$ cat config.mk
export PLATFORM = sky130hd
export DESIGN_NAME = sub3_serial_flat
export DESIGN_NICKNAME = d
export VERILOG_FILES = /design/src/rtl/sub3_pkg.sv /design/src/rtl/sub3_if.sv /design/src/rtl/sub3_bit_cell.sv /design/src/rtl/sub3_serial.sv /design/src/flat_wrapper.sv
export SDC_FILE = /design/constraint.sdc
export NUM_CORES = 1
export LEC_CHECK = 0
export BUFFER_PORTS_ARGS = -buffer_cell sky130_fd_sc_hd__buf_4
export CORE_MARGIN = 8
export CORE_UTILIZATION = 40
export DETAILED_ROUTE_END_ITERATION = 7
export MAX_ROUTING_LAYER = met4
export PLACE_DENSITY = 0.68
export SKIP_CTS_REPAIR_TIMING = 1
export SYNTH_ARGS = -nofsm -noshare
export SYNTH_HDL_FRONTEND = slang
export SYNTH_SLANG_ARGS = --single-unit
$ cat constraint.sdc
create_clock -name clk -period 4.2 [get_ports clk]
set_input_delay 0.63 -clock clk [delete_from_list [all_inputs] [get_ports clk]]
set_output_delay 0.63 -clock clk [all_outputs]
set_load 0.05 [all_outputs]
$ cat src/rtl/sub3_pkg.sv
// rtl/sub3_pkg.sv - shared types and constants for the bit-serial three-operand subtractor
package sub3_pkg;

    typedef enum logic [1:0] {
        IDLE = 2'd0,
        BUSY = 2'd1,
        DONE = 2'd2
    } state_t;

    localparam int BORROW_W   = 2;
    localparam int MAX_BORROW = 2;

endpackage

$ cat src/rtl/sub3_if.sv
// rtl/sub3_if.sv - operand/result handshake bundle for sub3_serial
interface sub3_if
    import sub3_pkg::*;
#(
    parameter int WIDTH = 4
);

    logic                in_valid;
    logic                in_ready;
    logic [WIDTH-1:0]    in_sum;
    logic [WIDTH-1:0]    in_a;
    logic [WIDTH-1:0]    in_b;
    logic                out_valid;
    logic                out_ready;
    logic [WIDTH-1:0]    out_diff;
    logic [BORROW_W-1:0] out_borrow;

    modport master (
        output in_valid, in_sum, in_a, in_b, out_ready,
        input  in_ready, out_valid, out_diff, out_borrow
    );

    modport slave (
        input  in_valid, in_sum, in_a, in_b, out_ready,
        output in_ready, out_valid, out_diff, out_borrow
    );

endinterface

$ cat src/rtl/sub3_bit_cell.sv
// rtl/sub3_bit_cell.sv - one-bit s - a - b - borrow cell with a two-bit borrow out
module sub3_bit_cell
    import sub3_pkg::*;
(
    input  logic                s,
    input  logic                a,
    input  logic                b,
    input  logic [BORROW_W-1:0] br_in,
    output logic                d,
    output logic [BORROW_W-1:0] br_out
);

    logic [3:0] v;
    logic [3:0] t;
    logic       unused_t;

    // v is the signed column value (-4..1) held mod 16; t = d - v is always 0..4 and even.
    always_comb begin
        v      = {3'b000, s} - {3'b000, a} - {3'b000, b} - {2'b00, br_in};
        d      = v[0];
        t      = {3'b000, v[0]} - v;
        br_out = t[2:1];
    end

    assign unused_t = ^{t[3], t[0]};

endmodule

$ cat src/rtl/sub3_serial.sv
// rtl/sub3_serial.sv - bit-serial diff = sum - a - b with wrap count, LSB first
module sub3_serial
    import sub3_pkg::*;
#(
    parameter int WIDTH = 4
)(
    input  logic clk,
    input  logic rst_n,
    sub3_if.slave bus
);

    localparam int CNT_W = $clog2(WIDTH + 1);

    state_t              state_q;
    state_t              state_n;
    logic [WIDTH-1:0]    sum_q;
    logic [WIDTH-1:0]    a_q;
    logic [WIDTH-1:0]    b_q;
    logic [WIDTH-1:0]    res_q;
    logic [BORROW_W-1:0] br_q;
    logic [BORROW_W-1:0] br_next;
    logic [CNT_W-1:0]    cnt_q;
    logic                d_bit;
    logic                accept;
    logic                last_bit;
    logic                in_ready_c;
    logic                out_valid_c;

    sub3_bit_cell u_cell (
        .s      (sum_q[0]),
        .a      (a_q[0]),
        .b      (b_q[0]),
        .br_in  (br_q),
        .d      (d_bit),
        .br_out (br_next)
    );

    assign accept   = (state_q == IDLE) && bus.in_valid;
    assign last_bit = (cnt_q == CNT_W'(WIDTH - 1));

    always_ff @(posedge clk or negedge rst_n) begin
        if (!rst_n) begin
            state_q <= IDLE;
        end else begin
            state_q <= state_n;
        end
    end

    always_comb begin
        state_n     = state_q;
        in_ready_c  = 1'b0;
        out_valid_c = 1'b0;
        case (state_q)
            IDLE: begin
                in_ready_c = 1'b1;
                if (bus.in_valid) begin
                    state_n = BUSY;
                end
            end
            BUSY: begin
                if (last_bit) begin
                    state_n = DONE;
                end
            end
            DONE: begin
                out_valid_c = 1'b1;
                if (bus.out_ready) begin
                    state_n = IDLE;
                end
            end
            default: state_n = IDLE;
        endcase
    end

    // Result bits enter at the MSB so after WIDTH shifts bit 0 sits at the LSB.
    always_ff @(posedge clk or negedge rst_n) begin
        if (!rst_n) begin
            sum_q <= '0;
            a_q   <= '0;
            b_q   <= '0;
            res_q <= '0;
            br_q  <= '0;
            cnt_q <= '0;
        end else if (accept) begin
            sum_q <= bus.in_sum;
            a_q   <= bus.in_a;
            b_q   <= bus.in_b;
            br_q  <= '0;
            cnt_q <= '0;
        end else if (state_q == BUSY) begin
            sum_q <= sum_q >> 1;
            a_q   <= a_q >> 1;
            b_q   <= b_q >> 1;
            res_q <= {d_bit, res_q[WIDTH-1:1]};
            br_q  <= br_next;
            cnt_q <= cnt_q + CNT_W'(1);
        end
    end

    assign bus.in_ready   = in_ready_c;
    assign bus.out_valid  = out_valid_c;
    assign bus.out_diff   = res_q;
    assign bus.out_borrow = br_q;

endmodule
$ cat src/flat_wrapper.sv
// flat-port wrapper written by rule: the top's interface ports become plain ports
module sub3_serial_flat import sub3_pkg::*;
#(
    parameter int WIDTH = 4
)
  (clk, rst_n, bus_in_valid, bus_in_sum, bus_in_a, bus_in_b, bus_out_ready, bus_in_ready, bus_out_valid, bus_out_diff, bus_out_borrow);
  sub3_if #(.WIDTH(WIDTH)) bus_i ();
  input  logic clk;
  input  logic rst_n;
  input wire logic [$bits(bus_i.in_valid)-1:0] bus_in_valid;
  input wire logic [$bits(bus_i.in_sum)-1:0] bus_in_sum;
  input wire logic [$bits(bus_i.in_a)-1:0] bus_in_a;
  input wire logic [$bits(bus_i.in_b)-1:0] bus_in_b;
  input wire logic [$bits(bus_i.out_ready)-1:0] bus_out_ready;
  output wire logic [$bits(bus_i.in_ready)-1:0] bus_in_ready;
  output wire logic [$bits(bus_i.out_valid)-1:0] bus_out_valid;
  output wire logic [$bits(bus_i.out_diff)-1:0] bus_out_diff;
  output wire logic [$bits(bus_i.out_borrow)-1:0] bus_out_borrow;
  assign bus_i.in_valid = bus_in_valid;
  assign bus_i.in_sum = bus_in_sum;
  assign bus_i.in_a = bus_in_a;
  assign bus_i.in_b = bus_in_b;
  assign bus_i.out_ready = bus_out_ready;
  assign bus_in_ready = bus_i.in_ready;
  assign bus_out_valid = bus_i.out_valid;
  assign bus_out_diff = bus_i.out_diff;
  assign bus_out_borrow = bus_i.out_borrow;
  sub3_serial #(.WIDTH(WIDTH)) u_core (.clk(clk), .rst_n(rst_n), .bus(bus_i));
endmodule
# Word-level counts from Yosys, hierarchy flattened
# Index checks and enable logic that the tools add are counted.
[classes] addsub=5 n_reduce_logical=5 bitwise=1 eq_ne=6 muxes=16
[ops] op="$mux 4" n=6
[ops] op="$mux 2" n=5
[ops] op="$mux 3" n=2
[ops] op="$pmux 2 s3" n=1
[ops] op="$ne 2x2->1 const B" n=2
[ops] op="$add 3x1->3 const B" n=1
[ops] op="$eq 3x2->1 const B" n=1
[ops] op="$reduce_and 3->1" n=1
[ops] op="$sub 1x3->3" n=1
[ops] op="$sub 3x1->3" n=1
[ops] op="$sub 3x2->3" n=1
[ops] op="$eq 2x1->1 const B" n=1
[ops] op="$eq 2x2->1 const B" n=1
[ops] op="$logic_not 2->1" n=1
[ops] op="$mux 1" n=2
[ops] op="$ne 2x1->1 const B" n=1
[ops] op="$reduce_and 2->1" n=1
[ops] op="$reduce_bool 2->1" n=1
[ops] op="$sub 1x1->2" n=1
[ops] op="$logic_and 1x1->1" n=1
[ops] op="$not 1->1" n=1
[totals] word_cells=40 regBits=23 in_bits=16 output_inout_bits=8

# Depth between registers and ports, before layout
[logic_depth] ltp_word=6 ltp_mapped=7 depth_no_buf=7

# Cells and area by module
# From an unflattened synthesis, not the netlist that was laid out.
[unflattened] hier_cells=103 hier_area_um2=1137.3
[modules_own_cells] mod="sub3_serial" cells_per_inst=94 instances=1 seq_area_each_um2=575.6 area_each_um2=1034.7
[modules_own_cells] mod="sub3_bit_cell" cells_per_inst=9 instances=1 seq_area_each_um2=0.0 area_each_um2=102.6

# Worst setup path after synthesis
# No wires, ideal clock.
[synth_timing] path_type="flip-flop to flip-flop" from="register u_core.br_q[0], in the netlist u_core.bus.out_borrow[0]" to="register u_core.br_q[1], in the netlist u_core.bus.out_borrow[1]" period_less_slack_ps=2072 stages_incl_launch_ff=6 required_time_ps=4073 n_path_buf=0 setup_ps=127 t_arrival_ps=1945 path_slack_ps=2128 path_cell_list="dfrtp_1 > fa_1 > fa_1 > xnor2_1 > xnor2_1 > o21ai_0"
[synth_via] elab_chain_cells=4
[synth_rtl] item="start, declared" line_no="sub3_serial.sv:20" source="logic [BORROW_W-1:0] br_q;"
[synth_rtl] item="start signal, assigned" line_no="sub3_serial.sv:95" source="br_q <= br_next;"
[synth_rtl] item="$sub 3x2->3" line_no="sub3_bit_cell.sv:19" source="v = {3'b000, s} - {3'b000, a} - {3'b000, b} - {2'b00, br_in};"
[synth_rtl] item="$sub 1x3->3" line_no="sub3_bit_cell.sv:21" source="t = {3'b000, v[0]} - v;"
[synth_rtl] item="$mux 2" line_no="sub3_serial.sv:90" source="end else if (state_q == BUSY) begin"
[synth_rtl] item="$mux 2" line_no="sub3_serial.sv:84" source="end else if (accept) begin"
# No other way between the ends. The select of a mux whose other input is x is not followed.
# A chain may end at the register's enable or synchronous reset.

# Worst setup path in the final report
[layout_timing] from="register u_core.sum_q[0]" to="register u_core.br_q[1], in the netlist u_core.bus.out_borrow[1]"
[layout_via] elab_chain_cells=6
[layout_rtl] item="start, declared" line_no="sub3_serial.sv:16" source="logic [WIDTH-1:0] sum_q;"
[layout_rtl] item="start signal, assigned" line_no="sub3_serial.sv:85" source="sum_q <= bus.in_sum;"
[layout_rtl] item="start signal, assigned" line_no="sub3_serial.sv:91" source="sum_q <= sum_q >> 1;"
[layout_rtl] item="$sub 1x1->2" line_no="sub3_bit_cell.sv:19"
[layout_rtl] item="$sub 3x1->3" line_no="sub3_bit_cell.sv:19"
[layout_rtl] item="$sub 3x2->3" line_no="sub3_bit_cell.sv:19"
[layout_rtl] item="$sub 1x3->3" line_no="sub3_bit_cell.sv:21"
[layout_rtl] item="$mux 2" line_no="sub3_serial.sv:90"
[layout_rtl] item="$mux 2" line_no="sub3_serial.sv:84"
# No other way between the ends. The select of a mux whose other input is x is not followed.

==> metrics.csv <==
stage,metric,value,unit
synthesis,register area share after synthesis,54.2,%
grt,initial antenna violation count,0,
run_status,outcome,completed,
critical_path,WP buf/inv,1,
critical_path,crit path DAT,2.40,ns
critical_path,Crit Path Max Fanout,3,
place,hpwl dp,1770,µm
critical_path,Critical Path Max Stage Delay,0.51,ns
sta,endpoints failing setup,0,
clock_tree,Clock Tree Root,clkbuf_4,
grt,largest net degree at the start of global routing,24,
min_path,HP Class,in -> async,
floorplanning,Die W,67.5,µm
finish,Layout area overhead,19.7,%
clock_tree,clock transition at the registers of the reported paths,0.12,ns
grt,Total GRT Usage,11.4,%
clock_tree,Clock Sinks,23,
clock_tree,clk_lat worst skew,0.31,ns
critical_path,"CP delay by family, top",adder cells,
finish,fin util,50.8,%
clock_tree,H-tree depth,1,
floorplanning,height of the die,67.5,µm
sta,RSZ-0062 raised after global routing,no,
route,Final ANT Viol Nets,0,
pwr,P_leak,0.000595,µW
synthesis,#FFs+latches synth,23,
grt,total gr overflow,0,
job,Max Cap Viol,0,
finish,ratio of cells with drive above 1 in the final layout,22.3,%
route,DRC,0,
route,WL/cell,15.5,µm
clock_tree,TritonCTS clock tree,done,
route,Iteration-0 DRC Markers,32,
place,Placed Instance Area,1240,µm²
critical_path,"Data required, critical path",4.39,ns
critical_path,crit path capture type,flip-flop,
sta,fin. max-slew vios,0,
sta,Slew headroom,66.1,%
critical_path,Critical Setup Path Class,reg -> reg,
synthesis,post-synthesis net count,120,
place,Port Buffers,23,
route,vias,833,
sta,Setup TNS Final,0,ns
sta,max frequency,453,MHz
critical_path,CP cell instances,"inv_1, ha_1, fa_1, fa_1, xnor2_1, xnor2_1, o21ai_0",
synthesis,Mapped Cells,98,
clock_tree,total CTS buffers,3,
sta,Final period util,52.6,%
pwr,VDD IR max,0.000521,V
floorplanning,core area,2500,µm²
route,total wire length,2340,µm
floorplanning,I/O pins,24,
place,placer congestion estimate,0.732,
finish,Final #Nets,144,
critical_path,CP startpoint kind,flip-flop,
route,first-pass detailed-route iteration total,4,
pwr,Overall Power,1150,µW
sta,post-route clock skew,0.00291,ns
sta,worst slew pin tran,0.507,ns
floorplanning,Die ar.,4560,µm²
floorplanning,starting density of the core,42.4,%
sta,Tmin final,2.21,ns
grt,first-pass GRT wire length,3940,µm
pwr,PwrDens,904,nW/µm²
floorplanning,row cnt,18,
synthesis,Syn. warnings,0,
synthesis,Netlist Area Pre-Place,1060,µm²
finish,Ant. Diodes,0,
synthesis,Synth cell types,22,
route,vias per inst,5.52,
synthesis,Synth Area per Inst,10.8,µm²
finish,post-route design area,1270,µm²
grt,number of global-route vias before repair,849,
clock_tree,clock tree buffer depth,2,
sta,final hold viol count,0,
critical_path,Worst path slowest cell,fa_1,
## stage by stage
stage / hold WS, ns / setup WS [ns] / cells
final: 0.188 / 1.99 / 151
after detailed placement: 0.463 / 2.01 / 147
after floorplan: 0.334 / 2.13 / 98
after global routing: 0.197 / 1.87 / 151
after CTS: 0.188 / 1.99 / 151
after global placement: 0.460 / 2.08 / 147
## cells by family (layout without fill, tap and decap cells)
family | count (synthesis) | count (layout) | share of synthesized area (%)
DFF | 23 | 23 | 54.2
buffers and inverters | 9 | 32 | 4.36
AOI/OAI and AO/OA | 34 | 34 | 21.6
adders and majority gates | 6 | 6 | 8.49
xor gates and xnor gates | 2 | 2 | 1.65
and+or+nand+nor | 24 | 24 | 9.67
## per-layer routing
metal,wire length (µm),vias to the layer above,global-route usage [%]
met5,0,-,-
met4,20,0,3.13
met3,134,2,3.64
met2,1120,20,18.6
met1,1060,412,13.3
li1,-,399,-
## cells in the mapped netlist
library cell	n	area share (%)
a21oi_1	5	2.4
a22o_1	1	0.83
a2bb2oi_1	5	4.1
a32o_1	2	1.9
a32oi_1	1	0.83
buf_2	1	0.47
buf_4	3	2.1
clkinv_1	1	0.35
dfrtp_1	23	54
fa_1	2	3.8
ha_1	4	4.7
inv_1	4	1.4
nand2_1	16	5.7
nand2b_1	2	1.2
nand2b_2	1	0.83
nor2_1	4	1.4
nor2b_1	1	0.59
o21ai_0	4	1.9
o21bai_1	1	0.71
o22ai_1	14	8.3
o31ai_1	1	0.71
xnor2_1	2	1.7
## path summary, 6_finish.rpt
path | from | to | slack (ns) | depth (start not counted)
worst max-delay path | u_core.sum_q[0] | u_core.bus.out_borrow[1] | 1.99 | 7
worst min-delay path | rst_n | u_core.bus.out_diff[0] | 0.19 | 1
worst max register to register | u_core.sum_q[0] | u_core.bus.out_borrow[1] | 1.99 | 7
worst min register to register | u_core.bus.out_diff[0] | u_core.bus.out_diff[0] | 0.49 | 2
max in group asynchronous | rst_n | u_core.bus.out_diff[2] | 3.79 | 1
min in group clk | bus_out_ready | u_core.state_q[1] | 0.48 | 2
## power breakdown
part	leakage (µW)	internal [µW]	switching (µW)	total, µW
clock	0.0000150	37.1	63.5	101
sequential	0.000283	329	85.3	415
combinational	0.000297	264	368	633
total	0.000595	631	517	1150
## final cells by class
type                       count  area [µm²]
tap                           30        37.5
inverter                       5        18.8
fill                         247        1230
clock buffer                   4        26.3
timing repair buffer          23         173
multi-input combinational     66         439
sequential                    23         576
## cells in the final DEF, fill, tap and decap left out
cell type,n
a22o_1,1
o21ai_0,4
ha_1,4
o21bai_1,1
nor2_1,4
clkbuf_4,3
a32oi_1,1
a2bb2oi_1,5
a32o_1,2
fa_1,2
o31ai_1,1
nand2b_2,1
xnor2_1,2
nand2b_1,2
nor2b_1,1
nand2_1,16
a21oi_1,5
o22ai_1,14
buf_4,23
inv_1,4
clkbuf_1,1
dfrtp_1,23
clkinv_1,1
## state kept, by name, indices dropped and copies added (netlist names)
name	cells
u_core.b_q	4
u_core.state_q	2
u_core.sum_q	4
u_core.bus.out_borrow	2
u_core.a_q	4
u_core.bus.out_diff	4
u_core.cnt_q	3
## worst register-to-register path: stages (launching register included)
cell     delay, ns
dfrtp_1       0.40
inv_1         0.07
ha_1          0.31
fa_1          0.40
fa_1          0.51
xnor2_1       0.20
xnor2_1       0.13
o21ai_0       0.08
No activity file was read; power rests on OpenSTA's default activity.
